File: config.mk
export PLATFORM = sky130hd
export DESIGN_NAME = hazard_ctrl_flat
export DESIGN_NICKNAME = d
export VERILOG_FILES = /design/src/rtl/hazard_ctrl_if.sv /design/src/rtl/hazard_ctrl.sv /design/src/flat_wrapper.sv
export SDC_FILE = /design/constraint.sdc
export NUM_CORES = 1
export LEC_CHECK = 0
export BUFFER_PORTS_ARGS = -buffer_cell sky130_fd_sc_hd__buf_2
export CAP_MARGIN = 20
export CORE_UTILIZATION = 52
export CTS_CLUSTER_DIAMETER = 30
export DETAILED_ROUTE_END_ITERATION = 7
export PLACE_DENSITY = 0.86
export SLEW_MARGIN = 0
export SYNTH_ARGS = -nofsm -noshare
export SYNTH_HDL_FRONTEND = slang
export SYNTH_SLANG_ARGS = --single-unit
File: constraint.sdc
create_clock -name clk -period 3.3 [get_ports clk]
set_input_delay 0 -clock clk [delete_from_list [all_inputs] [get_ports clk]]
set_output_delay 0 -clock clk [all_outputs]
set_load 0.005 [all_outputs]
File: src/rtl/hazard_ctrl_if.sv
// Pipeline-side view of the hazard controller: stage register indices and control bits in,
// stall/flush enables and E-stage forwarding selects out; no handshake, all levels.
interface hazard_ctrl_if;
  logic [4:0] Rs1D, Rs2D;
  logic [4:0] Rs1E, Rs2E, RdE;
  logic       MemReadE, RegWriteE;
  logic [4:0] RdM;
  logic       RegWriteM;
  logic [4:0] RdW;
  logic       RegWriteW;
  logic       PCSrcE;
  logic       MemReqM, MemReadyM;
  logic       StallF, StallD, StallE, StallM;
  logic       FlushD, FlushE, FlushW;
  logic [1:0] ForwardAE, ForwardBE;
  logic       MemTimeout;
  logic [15:0] StallCount;

  modport master (
    output Rs1D, Rs2D, Rs1E, Rs2E, RdE, MemReadE, RegWriteE,
    output RdM, RegWriteM, RdW, RegWriteW, PCSrcE, MemReqM, MemReadyM,
    input  StallF, StallD, StallE, StallM, FlushD, FlushE, FlushW,
    input  ForwardAE, ForwardBE, MemTimeout, StallCount
  );

  modport slave (
    input  Rs1D, Rs2D, Rs1E, Rs2E, RdE, MemReadE, RegWriteE,
    input  RdM, RegWriteM, RdW, RegWriteW, PCSrcE, MemReqM, MemReadyM,
    output StallF, StallD, StallE, StallM, FlushD, FlushE, FlushW,
    output ForwardAE, ForwardBE, MemTimeout, StallCount
  );
endinterface

File: src/rtl/hazard_ctrl.sv
// RV32I hazard controller: zero-latency stall/flush/forward decode, plus registered memory-wait
// tracking (timeout flag) and a saturating stall-cycle counter; a stalled memory access is never aborted.
module hazard_ctrl #(
  parameter int MAX_WAIT = 16,
  parameter int COUNT_W  = 16
) (
  input  logic         clk,
  input  logic         reset,
  hazard_ctrl_if.slave hz
);
  localparam int WAIT_W = $clog2(MAX_WAIT + 1);
  localparam logic [WAIT_W-1:0] WAIT_MAX = WAIT_W'(MAX_WAIT);

  typedef enum logic {RUN, MEM_WAIT} state_t;

  state_t              state_q, state_d;
  logic [WAIT_W-1:0]   wait_cnt_q, wait_cnt_d;
  logic                mem_timeout_q, mem_timeout_d;
  logic [COUNT_W-1:0]  stall_count_q, stall_count_d;

  logic       mem_wait, lw_stall;
  logic       stall_f, stall_d, stall_e, stall_m;
  logic       flush_d, flush_e, flush_w;
  logic [1:0] fwd_a, fwd_b;

  assign mem_wait = hz.MemReqM && !hz.MemReadyM;
  assign lw_stall = hz.MemReadE && (hz.RdE != 5'd0) &&
                    ((hz.RdE == hz.Rs1D) || (hz.RdE == hz.Rs2D));

  always_comb begin
    fwd_a = 2'b00;
    fwd_b = 2'b00;
    if (!reset) begin
      // M holds the younger result, so it wins over W
      if (hz.RegWriteM && (hz.RdM != 5'd0) && (hz.RdM == hz.Rs1E))      fwd_a = 2'b10;
      else if (hz.RegWriteW && (hz.RdW != 5'd0) && (hz.RdW == hz.Rs1E)) fwd_a = 2'b01;
      if (hz.RegWriteM && (hz.RdM != 5'd0) && (hz.RdM == hz.Rs2E))      fwd_b = 2'b10;
      else if (hz.RegWriteW && (hz.RdW != 5'd0) && (hz.RdW == hz.Rs2E)) fwd_b = 2'b01;
    end
  end

  always_comb begin
    stall_f = 1'b0;
    stall_d = 1'b0;
    stall_e = 1'b0;
    stall_m = 1'b0;
    flush_d = 1'b0;
    flush_e = 1'b0;
    flush_w = 1'b0;
    if (reset) begin
      flush_d = 1'b1;
      flush_e = 1'b1;
      flush_w = 1'b1;
    end else if (mem_wait) begin
      // E holds, so a redirect resolved there is replayed once the access completes
      stall_f = 1'b1;
      stall_d = 1'b1;
      stall_e = 1'b1;
      stall_m = 1'b1;
      flush_w = 1'b1;
    end else if (hz.PCSrcE) begin
      flush_d = 1'b1;
      flush_e = 1'b1;
    end else if (lw_stall) begin
      stall_f = 1'b1;
      stall_d = 1'b1;
      flush_e = 1'b1;
    end
  end

  always_comb begin
    state_d       = state_q;
    wait_cnt_d    = wait_cnt_q;
    mem_timeout_d = mem_timeout_q;
    stall_count_d = stall_count_q;
    case (state_q)
      RUN: begin
        if (mem_wait) begin
          state_d    = MEM_WAIT;
          wait_cnt_d = {{(WAIT_W-1){1'b0}}, 1'b1};
        end
      end
      MEM_WAIT: begin
        if (mem_wait) begin
          if (wait_cnt_q == WAIT_MAX) mem_timeout_d = 1'b1;
          else                        wait_cnt_d    = wait_cnt_q + 1'b1;
        end else begin
          state_d    = RUN;
          wait_cnt_d = '0;
        end
      end
      default: begin
        state_d    = RUN;
        wait_cnt_d = '0;
      end
    endcase
    if (stall_f && (stall_count_q != {COUNT_W{1'b1}}))
      stall_count_d = stall_count_q + 1'b1;
  end

  always_ff @(posedge clk) begin
    if (reset) begin
      state_q       <= RUN;
      wait_cnt_q    <= '0;
      mem_timeout_q <= 1'b0;
      stall_count_q <= '0;
    end else begin
      state_q       <= state_d;
      wait_cnt_q    <= wait_cnt_d;
      mem_timeout_q <= mem_timeout_d;
      stall_count_q <= stall_count_d;
    end
  end

  assign hz.StallF     = stall_f;
  assign hz.StallD     = stall_d;
  assign hz.StallE     = stall_e;
  assign hz.StallM     = stall_m;
  assign hz.FlushD     = flush_d;
  assign hz.FlushE     = flush_e;
  assign hz.FlushW     = flush_w;
  assign hz.ForwardAE  = fwd_a;
  assign hz.ForwardBE  = fwd_b;
  assign hz.MemTimeout = mem_timeout_q;
  assign hz.StallCount = 16'(stall_count_q);
endmodule

File: src/flat_wrapper.sv
// flat-port wrapper written by rule: the top's interface ports become plain ports
module hazard_ctrl_flat 
#(
  parameter int MAX_WAIT = 16,
  parameter int COUNT_W  = 16
)
  (clk, reset, hz_Rs1D, hz_Rs2D, hz_Rs1E, hz_Rs2E, hz_RdE, hz_MemReadE, hz_RegWriteE, hz_RdM, hz_RegWriteM, hz_RdW, hz_RegWriteW, hz_PCSrcE, hz_MemReqM, hz_MemReadyM, hz_StallF, hz_StallD, hz_StallE, hz_StallM, hz_FlushD, hz_FlushE, hz_FlushW, hz_ForwardAE, hz_ForwardBE, hz_MemTimeout, hz_StallCount);
  hazard_ctrl_if hz_i ();
  input  logic clk;
  input  logic reset;
  input wire logic [$bits(hz_i.Rs1D)-1:0] hz_Rs1D;
  input wire logic [$bits(hz_i.Rs2D)-1:0] hz_Rs2D;
  input wire logic [$bits(hz_i.Rs1E)-1:0] hz_Rs1E;
  input wire logic [$bits(hz_i.Rs2E)-1:0] hz_Rs2E;
  input wire logic [$bits(hz_i.RdE)-1:0] hz_RdE;
  input wire logic [$bits(hz_i.MemReadE)-1:0] hz_MemReadE;
  input wire logic [$bits(hz_i.RegWriteE)-1:0] hz_RegWriteE;
  input wire logic [$bits(hz_i.RdM)-1:0] hz_RdM;
  input wire logic [$bits(hz_i.RegWriteM)-1:0] hz_RegWriteM;
  input wire logic [$bits(hz_i.RdW)-1:0] hz_RdW;
  input wire logic [$bits(hz_i.RegWriteW)-1:0] hz_RegWriteW;
  input wire logic [$bits(hz_i.PCSrcE)-1:0] hz_PCSrcE;
  input wire logic [$bits(hz_i.MemReqM)-1:0] hz_MemReqM;
  input wire logic [$bits(hz_i.MemReadyM)-1:0] hz_MemReadyM;
  output wire logic [$bits(hz_i.StallF)-1:0] hz_StallF;
  output wire logic [$bits(hz_i.StallD)-1:0] hz_StallD;
  output wire logic [$bits(hz_i.StallE)-1:0] hz_StallE;
  output wire logic [$bits(hz_i.StallM)-1:0] hz_StallM;
  output wire logic [$bits(hz_i.FlushD)-1:0] hz_FlushD;
  output wire logic [$bits(hz_i.FlushE)-1:0] hz_FlushE;
  output wire logic [$bits(hz_i.FlushW)-1:0] hz_FlushW;
  output wire logic [$bits(hz_i.ForwardAE)-1:0] hz_ForwardAE;
  output wire logic [$bits(hz_i.ForwardBE)-1:0] hz_ForwardBE;
  output wire logic [$bits(hz_i.MemTimeout)-1:0] hz_MemTimeout;
  output wire logic [$bits(hz_i.StallCount)-1:0] hz_StallCount;
  assign hz_i.Rs1D = hz_Rs1D;
  assign hz_i.Rs2D = hz_Rs2D;
  assign hz_i.Rs1E = hz_Rs1E;
  assign hz_i.Rs2E = hz_Rs2E;
  assign hz_i.RdE = hz_RdE;
  assign hz_i.MemReadE = hz_MemReadE;
  assign hz_i.RegWriteE = hz_RegWriteE;
  assign hz_i.RdM = hz_RdM;
  assign hz_i.RegWriteM = hz_RegWriteM;
  assign hz_i.RdW = hz_RdW;
  assign hz_i.RegWriteW = hz_RegWriteW;
  assign hz_i.PCSrcE = hz_PCSrcE;
  assign hz_i.MemReqM = hz_MemReqM;
  assign hz_i.MemReadyM = hz_MemReadyM;
  assign hz_StallF = hz_i.StallF;
  assign hz_StallD = hz_i.StallD;
  assign hz_StallE = hz_i.StallE;
  assign hz_StallM = hz_i.StallM;
  assign hz_FlushD = hz_i.FlushD;
  assign hz_FlushE = hz_i.FlushE;
  assign hz_FlushW = hz_i.FlushW;
  assign hz_ForwardAE = hz_i.ForwardAE;
  assign hz_ForwardBE = hz_i.ForwardBE;
  assign hz_MemTimeout = hz_i.MemTimeout;
  assign hz_StallCount = hz_i.StallCount;
  hazard_ctrl #(.MAX_WAIT(MAX_WAIT), .COUNT_W(COUNT_W)) u_core (.clk(clk), .reset(reset), .hz(hz_i));
endmodule
==> impl_metrics.yaml <==
floorplan:
  initial_core_util_pct: 55.9
  fp-row-count: 20
  die_area_um2: 3570
  die_h_um: 59.8
  core-area_um2: 3100
  die_w_um: 59.8
  io_pins: 72
timing:
  hold_ws_ns: 0.0903
  rsz0062_at_grt: "no"
  tns_ns: 0
  tightest_slew_ns: 0.681
  fin_crit_ns: 2.18
  slew_headroom_pct: 54.5
  max_freq_mhz: 458
  drv_slew: 0
  post-route-period-util_pct: 66.1
  finClkSkew_ns: 0.00307
  hold_viol_final: 0
  setup_viol: 0
placement:
  dpl.hpwl_mm: 3.26
  placed_cell_area_um2: 2080
  place_congestion: 0.751
  io_buffers: 70
finish:
  area_delta_synth_final_pct: 21.7
  final_util_pct: 68.1
  n_antenna_cell: 0
  postLayoutCellArea_um2: 2110
  post_route_cells_drive_above_1_share_pct: 36.4
  nets: 323
  final_cell_mix: "70 x buf_2, 23 x dfxtp_1, 20 x xnor2_1"
  final_common_cell: "buf_2"
grt:
  grtUsageMet1_pct: 27.5
  grt_usage_pct: 24.1
  grt_max_degree: 27
  grt_pass1_wl_mm: 6.62
  top_usage_layer: "met2"
  grt_overflow_total: 0
  use_met3_pct: 4.98
  met2_usage_pct: 44.6
  antenna_found_initial: 0
  grt_pass1_vias: 1549
routing:
  drt_wl_total_mm: 4.03
  dr.first_iter.drc_count: 43
  wl_per_cell_um: 12.6
  drc_errors: 0
  dr_total_vias: 1791
  antenna_left: 0
  first_pass_iters: 4
  vias_per_cell: 5.61
hold_path:
  hold_path_class: "in2reg"
clocking:
  cts_sinks: 23
  cts_buffer_depth: 2
  clk_latency_ns: 0.32
  hold_buffers: 0
  cts_resized: 0
  cts_tree: "done"
  postCtsSetupBuffers: 0
  path_clk_slew_ns: 0.13
  h-tree-depth: 1
  numCtsBuffers: 3
  root_buffer: "clkbuf_4"
flow_run:
  maxCapViolations: 0
synthesis:
  ys_ff_latch: 23
  yosys_warnings: 0
  yosys_most_used_dff: "dfxtp_1"
  synthArstFlopShare_pct: 0
  yosysSeqAreaShare_pct: 26.5
  synth_cell_types: 46
  syn-num-nets: 255
  avgSynthCellArea_um2: 8.34
  synth_edf_count: 0
  syn_area_um2: 1740
  synth_cells: 208
pwr:
  total_power_mw: 0.534
  power.leakage_nw: 0.836
  peakVddDrop_v: 0.000128
  pwr_density_cell_nw_per_um2: 253
setup_path:
  critPathArrivalTime_ns: 2.45
  worstSetupStartpointType: "register"
  cp_data_required_time_ns: 3.57
  worstPathMaxFanout: 7
  end_kind: "register"
  criticalPathCategory: "reg2reg"
status:
  status: "finished, final reports clean"
==> worst max-delay path, stage by stage (launching register included) <==
cell     delay, ns
dfxtp_1       0.49
ha_1          0.22
nand3_1       0.14
or2_4         0.31
or3_1         0.40
or4_1         0.43
a21oi_2       0.14
==> cell usage after synthesis (4+ instances only) <==
master,n,area [µm²]
a21oi_1,9,45.0
o21ai_0,7,35.0
or4_1,12,90.1
dfxtp_1,23,460
xor2_1,10,87.6
or3_1,5,31.3
xnor2_1,20,175
a21oi_2,8,70.1
o31ai_2,5,62.6
o311ai_0,4,35.0
inv_1,4,15.0
nand2_1,17,63.8
nor4_1,5,31.3
nand4_1,6,37.5
nor2_1,16,60.1
nand3_1,13,65.1
==> where the power goes <==
| group | internal [mW] | total [mW] | switching [mW] |
|---|---|---|---|
| clock | 0.0455 | 0.135 | 0.0898 |
| combinational | 0.0545 | 0.115 | 0.0607 |
| sequential | 0.280 | 0.283 | 0.00335 |
==> cells by family after synthesis <==
family	count (synthesis)	synth area share, %
AND/OR/NAND/NOR	91	29.1
AO/OA/AOI/OAI	45	20.6
XOR/XNOR	30	15.1
flip-flops	23	26.5
buffers and inverters	14	5.19
adder cells (fa/ha/maj)	3	2.16
multiplexers	2	1.23
==> registers in the layout, indices dropped and copies added, names as in the netlist <==
| register | flops |
|---|---|
| u_core.wait_cnt_q | 5 |
| u_core.state_q | 1 |
| u_core.hz.MemTimeout | 1 |
| u_core.hz.StallCount | 16 |
==> stage by stage <==
| stage | setup WS, ns | cells |
|---|---|---|
| floorplan | 1.30 | 208 |
| global placement | 1.22 | 315 |
| detailed placement | 1.14 | 315 |
| CTS | 1.12 | 319 |
| global route | 0.986 | 319 |
| finish | 1.12 | 319 |
==> layout make-up <==
type	count	area, µm²
multi-input cells	171	1180
fillers	289	991
flip-flops and latches	23	460
repair buffers	72	365
well taps	44	55.1
clock buffers	3	22.5
inverters	5	18.8
clock inverters	1	5.00
==> layer usage <==
layer | wire length, µm | vias to the layer above
met1 | 1710 | 838
met4 | 40 | 0
li1 | - | 903
met5 | 0 | -
met3 | 193 | 4
met2 | 2090 | 46
==> path summary, 6_finish.rpt <==
kind                                               from                  endpoint  slack [ns]  depth (start not counted)
worst max-delay path            u_core.hz.StallCount[0]  u_core.hz.StallCount[14]        1.12                          6
worst min-delay path                         hz_MemReqM            u_core.state_q        0.09                          3
worst max register to register  u_core.hz.StallCount[0]  u_core.hz.StallCount[14]        1.12                          6
worst min register to register     u_core.hz.MemTimeout      u_core.hz.MemTimeout        0.48                          2
Note: power is estimated with default switching activity, not from simulation.
